==> src/rtl/ntt_sched_pkg.sv <==
// Shared types and sizing for the NTT dispatch arbiter.
// Slot states, bank count, start timeout and stall counter width.
package ntt_sched_pkg;

  localparam int NUM_BANKS     = 4;
  localparam int START_TIMEOUT = 16;
  localparam int STALL_W       = 8;
  localparam int TO_W          = $clog2(START_TIMEOUT);

  typedef enum logic [1:0] {
    S_IDLE = 2'd0,
    S_PEND = 2'd1,
    S_WAIT = 2'd2,
    S_RUN  = 2'd3
  } slot_state_e;

endpackage

==> src/rtl/ntt_core_slot.sv <==
// One per-core job slot: request latch, launch FSM,
// busy watchdog and sticky timeout flag.
module ntt_core_slot
  import ntt_sched_pkg::*;
(
  input  logic                 clk,
  input  logic                 rst,
  input  logic                 req_valid_i,
  input  logic [NUM_BANKS-1:0] req_mask_i,
  input  logic                 busy_i,
  input  logic                 grant_i,
  output logic                 req_ready_o,
  output logic                 pend_o,
  output logic [NUM_BANKS-1:0] mask_o,
  output logic                 start_o,
  output logic                 release_o,
  output logic                 timeout_err_o
);

  localparam logic [TO_W-1:0] TO_LAST =
    TO_W'(START_TIMEOUT - 1);

  slot_state_e          state_q, state_d;
  logic [NUM_BANKS-1:0] mask_q, mask_d;
  logic [TO_W-1:0]      cnt_q, cnt_d;
  logic                 start_q, start_d;
  logic                 err_q, err_d;

  assign req_ready_o   = (state_q == S_IDLE);
  assign pend_o        = (state_q == S_PEND);
  assign mask_o        = mask_q;
  assign start_o       = start_q;
  assign timeout_err_o = err_q;

  // Next state: accept, launch, wait for busy, run to completion.
  always_comb begin
    state_d   = state_q;
    mask_d    = mask_q;
    cnt_d     = cnt_q;
    start_d   = 1'b0;
    err_d     = err_q;
    release_o = 1'b0;
    unique case (state_q)
      S_IDLE: begin
        if (req_valid_i) begin
          state_d = S_PEND;
          mask_d  = req_mask_i;
        end
      end
      S_PEND: begin
        if (grant_i) begin
          state_d = S_WAIT;
          start_d = 1'b1;
          cnt_d   = '0;
        end
      end
      S_WAIT: begin
        if (busy_i) begin
          state_d = S_RUN;
        end else if (cnt_q == TO_LAST) begin
          state_d   = S_IDLE;
          err_d     = 1'b1;
          release_o = 1'b1;
        end else begin
          cnt_d = cnt_q + 1'b1;
        end
      end
      S_RUN: begin
        if (!busy_i) begin
          state_d   = S_IDLE;
          release_o = 1'b1;
        end
      end
      default: state_d = S_IDLE;
    endcase
  end

  // Slot registers with synchronous reset.
  always_ff @(posedge clk) begin
    if (rst) begin
      state_q <= S_IDLE;
      mask_q  <= '0;
      cnt_q   <= '0;
      start_q <= 1'b0;
      err_q   <= 1'b0;
    end else begin
      state_q <= state_d;
      mask_q  <= mask_d;
      cnt_q   <= cnt_d;
      start_q <= start_d;
      err_q   <= err_d;
    end
  end

endmodule

==> src/rtl/ntt_dispatch_arbiter.sv <==
// Two-core NTT job dispatcher: bank-conflict aware
// launch arbitration with round-robin tie break.
module ntt_dispatch_arbiter
  import ntt_sched_pkg::*;
(
  input  logic         clk,
  input  logic         rst,
  input  logic         req_valid_0,
  input  logic         req_valid_1,
  output logic         req_ready_0,
  output logic         req_ready_1,
  input  logic [3:0]   req_bank_mask_0,
  input  logic [3:0]   req_bank_mask_1,
  input  logic         busy_0,
  input  logic         busy_1,
  output logic         start_0,
  output logic         start_1,
  output logic [3:0]   owned_mask,
  output logic [7:0]   stall_cnt,
  output logic         timeout_err_0,
  output logic         timeout_err_1
);

  logic                 pend_0, pend_1;
  logic                 rel_0, rel_1;
  logic                 gnt_0, gnt_1;
  logic                 elig_0, elig_1;
  logic                 clash;
  logic [NUM_BANKS-1:0] mask_0, mask_1;
  logic [NUM_BANKS-1:0] owned_q, owned_d;
  logic                 rr_q, rr_d;
  logic [STALL_W-1:0]   stall_q, stall_d;

  ntt_core_slot u_slot_0 (
    .clk           (clk),
    .rst           (rst),
    .req_valid_i   (req_valid_0),
    .req_mask_i    (req_bank_mask_0),
    .busy_i        (busy_0),
    .grant_i       (gnt_0),
    .req_ready_o   (req_ready_0),
    .pend_o        (pend_0),
    .mask_o        (mask_0),
    .start_o       (start_0),
    .release_o     (rel_0),
    .timeout_err_o (timeout_err_0)
  );

  ntt_core_slot u_slot_1 (
    .clk           (clk),
    .rst           (rst),
    .req_valid_i   (req_valid_1),
    .req_mask_i    (req_bank_mask_1),
    .busy_i        (busy_1),
    .grant_i       (gnt_1),
    .req_ready_o   (req_ready_1),
    .pend_o        (pend_1),
    .mask_o        (mask_1),
    .start_o       (start_1),
    .release_o     (rel_1),
    .timeout_err_o (timeout_err_1)
  );

  assign owned_mask = owned_q;
  assign stall_cnt  = stall_q;

  // Eligibility uses the registered owned set, so a
  // release only frees banks from the following cycle.
  assign elig_0 = pend_0 && ((mask_0 & owned_q) == '0);
  assign elig_1 = pend_1 && ((mask_1 & owned_q) == '0);
  assign clash  = (mask_0 & mask_1) != '0;

  // Grant selection; rr pointer moves only on contention.
  always_comb begin
    gnt_0 = 1'b0;
    gnt_1 = 1'b0;
    rr_d  = rr_q;
    if (elig_0 && elig_1 && clash) begin
      gnt_0 = !rr_q;
      gnt_1 = rr_q;
      rr_d  = !rr_q;
    end else begin
      gnt_0 = elig_0;
      gnt_1 = elig_1;
    end
  end

  // Bank ownership update and saturating stall count.
  always_comb begin
    owned_d = owned_q;
    if (rel_0) owned_d = owned_d & ~mask_0;
    if (rel_1) owned_d = owned_d & ~mask_1;
    if (gnt_0) owned_d = owned_d | mask_0;
    if (gnt_1) owned_d = owned_d | mask_1;
    stall_d = stall_q;
    if (((pend_0 && !gnt_0) || (pend_1 && !gnt_1))
        && (stall_q != {STALL_W{1'b1}}))
      stall_d = stall_q + 1'b1;
  end

  // Arbiter registers with synchronous reset.
  always_ff @(posedge clk) begin
    if (rst) begin
      owned_q <= '0;
      rr_q    <= 1'b0;
      stall_q <= '0;
    end else begin
      owned_q <= owned_d;
      rr_q    <= rr_d;
      stall_q <= stall_d;
    end
  end

endmodule

==> config.mk <==
export PLATFORM = sky130hd
export DESIGN_NAME = ntt_dispatch_arbiter
export DESIGN_NICKNAME = d
export VERILOG_FILES = /design/src/rtl/ntt_sched_pkg.sv /design/src/rtl/ntt_core_slot.sv /design/src/rtl/ntt_dispatch_arbiter.sv
export SDC_FILE = /design/constraint.sdc
export NUM_CORES = 1
export LEC_CHECK = 0
export ABC_AREA = 1
export BUFFER_PORTS_ARGS = -buffer_cell sky130_fd_sc_hd__buf_4
export CORE_MARGIN = 1
export CORE_UTILIZATION = 47
export DETAILED_ROUTE_END_ITERATION = 16
export PLACE_DENSITY_LB_ADDON = 0.25
export SLEW_MARGIN = 20
export SYNTH_ARGS = -nofsm -noshare
export SYNTH_HDL_FRONTEND = slang
export SYNTH_SLANG_ARGS = --single-unit
export TNS_END_PERCENT = 30
==> constraint.sdc <==
create_clock -name clk -period 2.6 [get_ports clk]
set_clock_uncertainty 0.05 [all_clocks]
set_input_delay 0.26 -clock clk [delete_from_list [all_inputs] [get_ports clk]]
set_output_delay 0.26 -clock clk [all_outputs]
set_load 0.01 [all_outputs]
# Yosys cells after proc, flatten, opt, wreduce, memory -nomap -nowiden
# Index checks and enable logic that the tools add are counted.
[op_classes]
reduce_logical = 28
bitwise_logic = 13
addsub = 3
n_eq_ne = 21
n_mux = 36
[ops]
columns = ["cell", "count"]
rows = [
  ["$mux 4", 10],
  ["$and 4x4->4", 5],
  ["$mux 2", 10],
  ["$ne 2x2->1 const B", 8],
  ["$pmux 2 s4", 2],
  ["$pmux 4 s2", 2],
  ["$reduce_and 4->1", 4],
  ["$mux 1", 10],
  ["$add 4x1->4 const B", 2],
  ["$add 8x1->8 const B", 1],
  ["$eq 2x2->1 const B", 4],
  ["$eq 4x4->1 const B", 2],
  ["$logic_not 4->1", 2],
  ["$ne 8x8->1 const B", 1],
  ["$not 4->4", 2],
  ["$or 4x4->4", 2],
  ["$logic_and 1x1->1", 7],
  ["$ne 3x2->1 const B", 2],
  ["$reduce_and 3->1", 2],
  ["$eq 2x1->1 const B", 2],
  ["$logic_not 2->1", 2],
  ["$ne 2x1->1 const B", 2],
  ["$not 1->1", 4],
  ["$pmux 1 s2", 2],
  ["6 further kinds", 11],
]
[word_totals]
in_bits = 14
reg_bits = 37
output_inout_bits = 18
word_cells = 114

# Longest topological paths before layout
# Gate-level depths: netlist of run 1.
[depth]
depth_word = 11
mapped_depth = 12
mapped_depth_nobuf = 12

# Hierarchy
# Synthesis of run 1 repeated with hierarchy kept, for this count alone.
[unflattened]
hier_cells = 320
area_unflattened_um2 = 2087.0
[modules_own_cells]
columns = ["mod", "cells_per_inst", "seq_area_each_um2", "area_per_inst_um2", "instances"]
rows = [
  ["ntt_core_slot", 93, 240.2, 614.3, 2],
  ["ntt_dispatch_arbiter", 134, 260.2, 858.3, 1],
]

# Least setup slack after synthesis of run 1
# OpenSTA, ideal clock, no wires.
[synth_timing]
path_type = "register to register"
from = "register stall_q[0] (netlist: stall_cnt[0])"
to = "register stall_q[7] (netlist: stall_cnt[7])"
path_slack_ps = 1078
arrival_time_ps = 1405
period_less_slack_ps = 1522
setup_ps = 67
path_buffers = 0
stages_incl_launch_ff = 7
required_time_ps = 2483
path_cell_list = "dfxtp_1 ha_1 nand4_1 nand3b_2 nand2_4 nand2_1 a21oi_2"
[synth_via]
elab_chain_cells = 2
word_cells_on_any_way = 3
classes_between = "add/sub (1); eq/ne (1); reduce/logical (1)"
[synth_rtl]
columns = ["item", "line", "source"]
rows = [
  ["start, declared", "ntt_dispatch_arbiter.sv:32", "logic [STALL_W-1:0] stall_q, stall_d;"],
  ["start signal, assigned", "ntt_dispatch_arbiter.sv:110", "stall_q <= stall_d;"],
  ["parallel branches: the longest is 2 deep, another holds $add 8x1->8", "--", ""],
]
# Several ways; the timed one is not identified.
# A chain may end at the register's enable or synchronous reset.

# Final worst setup path of run 1
[layout_timing]
from = "register u_slot_0.cnt_q[0]"
to = "register owned_q[2] (netlist: owned_mask[2])"
[layout_via]
elab_chain_cells = 11
[layout_rtl]
columns = ["item", "line", "source"]
rows = [
  ["start, declared", "ntt_core_slot.sv:25", "logic [TO_W-1:0] cnt_q, cnt_d;"],
  ["start signal, assigned", "ntt_core_slot.sv:89", "cnt_q <= cnt_d;"],
  ["$eq 4x4->1 *", "ntt_core_slot.sv:60", "end else if (cnt_q == TO_LAST) begin"],
  ["$mux 1 *", "ntt_core_slot.sv:60", ""],
  ["$mux 1 *", "ntt_core_slot.sv:58", "if (busy_i) begin"],
  ["$pmux 1 s2 *", "ntt_core_slot.sv:43", "unique case (state_q)"],
  ["$mux 4 *", "ntt_dispatch_arbiter.sv:91", "if (rel_0) owned_d = owned_d & ~mask_0;"],
  ["$and 4x4->4", "ntt_dispatch_arbiter.sv:92", "if (rel_1) owned_d = owned_d & ~mask_1;"],
  ["$mux 4 *", "ntt_dispatch_arbiter.sv:92", ""],
  ["$or 4x4->4", "ntt_dispatch_arbiter.sv:93", "if (gnt_0) owned_d = owned_d | mask_0;"],
  ["$mux 4 *", "ntt_dispatch_arbiter.sv:93", ""],
  ["$or 4x4->4", "ntt_dispatch_arbiter.sv:94", "if (gnt_1) owned_d = owned_d | mask_1;"],
  ["$mux 4 *", "ntt_dispatch_arbiter.sv:94", ""],
  ["end signal, assigned", "ntt_dispatch_arbiter.sv:108", "owned_q <= owned_d;"],
  ["end, declared", "ntt_dispatch_arbiter.sv:30", "logic [NUM_BANKS-1:0] owned_q, owned_d;"],
]
# Mark *: on every way between the ends. The rest lies on a longest branch, timed or not.

==> metrics.cfg, run 1 <==
[final_layout]
nFillCells=354
final_layout_size_suffix_gt1_frac=0.182
num-nets-final=318
fin_area_sq_um=2250
area_delta_synth_final_pct=19.1
final_common_cell=nand2_1
antenna_cells=0
final_cell_mix=nand2_1, dfxtp_1, nor2_1

[synthesis]
synthDistinctLibCells=28
syn_nets=283
synth_edf_count=0
ys_seq_area_frac=0.392
synth_area_leaders=dfxtp_1, nand2_1, a21oi_1
async_flop_share=0
synth_seq_cells=37
synth_top_cell_area_share=0.392
syn_inst=266
synth_top_area_cell=dfxtp_1
syn_area_sq_um=1890
synth_top_flop_cell=dfxtp_1
yosysWarnings=0
avgSynthCellArea_sq_um=7.11

[cts]
clkSlewWorstSetupHoldPaths_ns=0.07
htree_levels=2
cts_resized=0
clkSinkCount=37
clk_latency_ns=0.28
postCtsSetupBuffers=0
root_buffer=clkbuf_8
hold_buffers=0
cts_tree=done
cts_buffers=5
clk_path_buf_depth=2

[timing]
fin_tns_setup_ns=0
finalHoldViolations=0
rsz0062_at_grt=false
period_needed_ns=1.75
slew_violations=0
max_freq_ghz=0.570
setup_violations=0
maxSlewHeadroom=0.595
worstMarginPinSlew_ns=0.602
fin_crit_sh=0.674

[worst_setup_path]
path_common_cell=o21ai_0
cp.depth=6
crit_family=compound AO/OA/AOI/OAI gates
critPathBufInv=0
crit_type=register to register
start_kind=register
critPathArrivalTime_ns=1.87
cp.required_ns=2.71
crit_fanout=4
cpPeakStageDelay_ns=0.53
cp_slowest_cell=a21boi_0
r2r_cells=6
endpoint_kind=register
path_cells=ha_1 -> nand3_1 -> a21boi_0 -> a21oi_1 -> o21ai_0 -> o21ai_0

[global_routing]
grt_overflow=0
antenna_found_initial=0
grt.total_usage=0.205
grt_pass1_vias=1603
grt_first_pass_wirelength_um=6880
grt_start_max_net_pins=20

[drt]
dr.pass1.iters=4
drtIter0Drc=65
totalWireLength_um=3920
drt-wirelength-per-cell_um=11.2
vias=1782
ant_nets=0
drc_errors=0
routed_via_density=5.09

[placed_design]
io_buffers=31
place_area_sq_um=2170
dp_hpwl_um=2970
gp_congestion=0.832

[run_status]
status=finished, final reports clean

[floorplanning]
dieHeight_um=65.4
die-area_sq_um=4280
start_util=0.501
fp-row-count=22
ios=32
core_sq_um=3770
die_w_um=65.4

[min_path]
hp-class=input pin to register
worstHoldPathCells=3

[job]
max_cap_violations=0

[power]
p_per_area_nw_per_um2=907
leakage_nw=1.02
peakVddDrop_uv=573

## Yosys cell counts, types with 3 or more instances
master and instances:
a21oi_1 26, clkbuf_1 3, dfxtp_1 37, ha_1 3
inv_1 27, nand2_1 56, nand2_2 3, nand2_4 3
nand3_1 22, nand4_1 3, nor2_1 33, nor2_4 4
nor3_1 4, o21ai_0 17, xnor2_1 3, xor2_1 5
## state kept, by name, indices dropped and copies added (netlist names)
signal                  flops
stall_cnt                   8
owned_mask                  4
u_slot_0.cnt_q              4
u_slot_0.mask_o             4
u_slot_1.cnt_q              4
u_slot_1.mask_o             4
u_slot_0.state_q            2
u_slot_1.state_q            2
rr_q                        1
u_slot_0.start_o            1
u_slot_0.timeout_err_o      1
u_slot_1.start_o            1
u_slot_1.timeout_err_o      1
## worst register-to-register path: cells and delay by family (launching register included)
family / cells / cell delay [ns]
AND/OR/NAND/NOR: 1 / 0.12
flip-flops: 1 / 0.37
AO/OA/AOI/OAI: 4 / 0.91
adder cells (fa/ha/maj): 1 / 0.18
## through the flow
| step | hold slack [ns] | util | power [mW] | setup slack (ns) | cells |
|---|---|---|---|---|---|
| 5_1_grt | 0.242 | 0.597 | 2.20 | 0.705 | 350 |
| 4_1_cts | 0.182 | 0.597 | 2.06 | 0.889 | 350 |
| 3_5_place_dp | 0.415 | 0.576 | 1.68 | 0.912 | 342 |
| 2_1_floorplan | 0.368 | - | 1.43 | 1.08 | 266 |
| 3_3_place_gp | 0.409 | 0.576 | 1.67 | 0.951 | 342 |
| 6_report | 0.182 | 0.597 | 2.04 | 0.847 | 350 |
## layer usage
| layer | vias to the layer above | global-route usage | routed length (um) |
|---|---|---|---|
| met3 | 7 | 0.0434 | 120 |
| li1 | 942 | - | - |
| met2 | 37 | 0.335 | 1810 |
| met5 | - | 0 | 0 |
| met1 | 796 | 0.260 | 1920 |
| met4 | 0 | 0.0870 | 66 |
## power breakdown
group	internal (mW)	leakage [nW]	switching, mW
Combinational	0.316	0.675	0.529
Clock	0.190	0.0395	0.183
Sequential	0.692	0.302	0.132
## layout make-up
type	instances	area [sq um]	share of cell area
Timing Repair Buffer	31	233	0.103
Clock buffer	8	80.1	0.0356
Sequential cell	37	741	0.329
Tap cell	48	60.1	0.0267
Inverter	29	109	0.0483
Multi-Input combinational cell	197	1030	0.457
## logic make-up (layout without fill, tap and decap cells)
group | count (synthesis) | count (layout) | share of synthesized area
adder cells (fa/ha/maj) | 3 | 3 | 0.0199
buffers and inverters | 32 | 68 | 0.0635
AO/OA/AOI/OAI | 53 | 53 | 0.154
XOR/XNOR | 8 | 8 | 0.0371
AND/OR/NAND/NOR | 133 | 133 | 0.334
flip-flops | 37 | 37 | 0.392
## path summary, 6_finish.rpt
kind	start	endpoint	slack (ns)
worst min register to register	u_slot_0.timeout_err_o	u_slot_0.timeout_err_o	0.43
worst max-delay path	u_slot_0.cnt_q[0]	owned_mask[2]	0.85
worst max register to register	u_slot_0.cnt_q[0]	owned_mask[2]	0.85
worst min-delay path	req_bank_mask_0[0]	u_slot_0.mask_o[0]	0.18
(Power assumes the default switching activity.)
==> run 2: changes to the inputs <==
==> constraint.sdc (replaced) <==
create_clock -name clk -period 1.45 [get_ports clk]
set_clock_uncertainty 0.05 [all_clocks]
set_input_delay 0.145 -clock clk [delete_from_list [all_inputs] [get_ports clk]]
set_output_delay 0.145 -clock clk [all_outputs]
set_load 0.01 [all_outputs]
==> metrics.cfg, run 2 (same netlist as run 1, synthesis figures left out) <==
[floorplanning]
die-area_sq_um=4280  ; unchanged
die_w_um=65.4  ; unchanged
dieHeight_um=65.4  ; unchanged
fp-row-count=22  ; unchanged
ios=32  ; unchanged
start_util=0.501  ; unchanged
core_sq_um=3770  ; unchanged

[worst_setup_path]
path_common_cell=nand2_8  ; was o21ai_0
critPathArrivalTime_ns=1.72  ; was 1.87 ns
path_cells=nor2_4 -> nand2_2 -> nor2_4 -> nand3_4 -> nand2_4 -> nand2_8 -> nand2_8 -> nand2_8 -> nand2_1 -> a21oi_1  ; was ha_1 -> nand3_1 -> a21boi_0 -> a21oi_1 -> o21ai_0 -> o21ai_0
crit_type=register to register  ; unchanged
endpoint_kind=register  ; unchanged
cp_slowest_cell=dfxtp_1  ; was a21boi_0
cp.required_ns=1.59  ; was 2.71 ns
crit_fanout=7  ; was 4
critPathBufInv=0  ; unchanged
cpPeakStageDelay_ns=0.35  ; was 0.53 ns
start_kind=register  ; unchanged
crit_family=simple AND/OR/NAND/NOR gates  ; was compound AO/OA/AOI/OAI gates

[power]
pwr-share-seq=0.294  ; was 0.404
p_per_area_nw_per_um2=1740  ; was 907 nW/um^2
power.share.clock=0.162  ; was 0.183
p_sw_frac=0.416  ; was 0.413
power.total_mw=5.04  ; was 2.04 mW
p_comb_frac=0.544  ; was 0.414
switchingPower_mw=2.09  ; was 0.843 mW
peakVddDrop_uv=1170  ; was 573 uV
internal_power_mw=2.94  ; was 1.20 mW
leakage_nw=1.36  ; was 1.02 nW

[cts]
clk_path_buf_depth=2  ; unchanged
root_buffer=clkbuf_8  ; unchanged
htree_levels=2  ; unchanged
clkSinkCount=37  ; unchanged
clkSlewWorstSetupHoldPaths_ns=0.08  ; was 0.07 ns
cts_tree=done  ; unchanged
cts_buffers=5  ; unchanged
clk_latency_ns=0.30  ; was 0.28 ns
hold_buffers=0  ; unchanged

[global_routing]
grt.total_usage=0.262  ; was 0.205
grt_pass1_vias=2055  ; was 1,603
antenna_found_initial=0  ; unchanged
grt_overflow=0  ; unchanged
grt_first_pass_wirelength_um=8610  ; was 6880 um
grt_start_max_net_pins=19  ; was 20

[timing]
slew_violations=0  ; unchanged
whs_ns=0.0822  ; was 0.182 ns
max_freq_ghz=0.631  ; was 0.570 GHz
setup_violations=22  ; was 0
fin_crit_sh=1.09  ; was 0.674
worst_slack_ns=-0.135  ; was 0.847 ns
rsz0062_at_grt=true  ; was false
worstMarginPinSlew_ns=0.464  ; was 0.602 ns
fin_tns_setup_ns=-1.61  ; was 0 ns
maxSlewHeadroom=0.690  ; was 0.595
period_needed_ns=1.59  ; was 1.75 ns
finalHoldViolations=0  ; unchanged

[placed_design]
io_buffers=31  ; unchanged
dp_slack_ns=-0.112  ; was 0.912 ns
gp_congestion=0.901  ; was 0.832
place_area_sq_um=2480  ; was 2170 sq um
dp_cells=381  ; was 342
dp_hpwl_um=3340  ; was 2970 um

[final_layout]
final_common_cell=buf_4  ; was nand2_1
final_cell_mix=buf_4, nand2_1, nor2_1  ; was nand2_1, dfxtp_1, nor2_1
finalNonFillerCells=403  ; was 350
final_layout_size_suffix_gt1_frac=0.445  ; was 0.182
nFillCells=257  ; was 354
largest_reg_flops=8  ; unchanged
area_delta_synth_final_pct=53.2  ; was 19.1%
antenna_cells=0  ; unchanged
num-nets-final=371  ; was 318
fin_area_sq_um=2900  ; was 2250 sq um
final_core_util=0.768  ; was 0.597

[drt]
drc_errors=0  ; unchanged
vias=2123  ; was 1,782
dr.pass1.iters=5  ; was 4
routed_via_density=5.27  ; was 5.09
drt-wirelength-per-cell_um=14.2  ; was 11.2 um
ant_nets=0  ; unchanged
totalWireLength_um=5730  ; was 3920 um
drtIter0Drc=168  ; was 65

[run_status]
violations=setup timing
status=finished, violations left  ; was finished, final reports clean

[job]
max_cap_violations=0  ; unchanged

[min_path]
hp-class=input pin to register  ; unchanged

[run 2: path summary, 6_finish.rpt]
path | start | endpoint | slack, ns | cells after the start
worst max-delay path | u_slot_1.state_q[1] | stall_cnt[6] | -0.14 | 10
worst min-delay path | req_bank_mask_1[2] | u_slot_1.mask_o[2] | 0.08 | 3
worst max register to register | u_slot_1.state_q[1] | stall_cnt[6] | -0.14 | 10
worst min register to register | u_slot_1.timeout_err_o | u_slot_1.timeout_err_o | 0.44 | 2
[run 2: what timing repair did]
action	in CTS	in global routing
endpoints found under the setup margin	20	32
pin swaps	8	5
buffers inserted	8	4
resized for setup	46	21
cloned	2	0
[run 2: area by class of cell]
class / count / area (sq um) / area share
timing repair buffer: 82 / 628 / 0.217
tap: 48 / 60.1 / 0.0207
clock buffer: 7 / 96.3 / 0.0333
sequential: 37 / 758 / 0.262
inverter: 29 / 111 / 0.0384
clock inverter: 1 / 5.00 / 0.00173
multi-input combinational: 199 / 1240 / 0.427
[run 2: worst register-to-register path, cell delays in order (launching register included)]
cell     delay, ns
dfxtp_1       0.35
nor2_4        0.14
nand2_2       0.07
nor2_4        0.18
nand3_4       0.10
nand2_4       0.13
nand2_8       0.11
nand2_8       0.12
nand2_8       0.07
nand2_1       0.09
a21oi_1       0.07
[run 2: power by group through the flow]
stage / clock network (mW) / logic [mW] / registers (mW)
after floorplan: 0 / 1.09 / 1.48
after global placement: 0 / 1.95 / 1.44
after detailed placement: 0 / 1.98 / 1.45
after CTS: 0.805 / 2.47 / 1.46
after global routing: 0.863 / 2.96 / 1.50
final: 0.816 / 2.74 / 1.48
[run 2: layer usage]
layer  global-route usage  vias to the layer above  share of wire
li1                     -                     1051              -
met1                0.292                      994           0.42
met2                0.470                       61           0.52
met3               0.0712                       17          0.039
met4                0.101                        0          0.022
met5                    0                        -              0
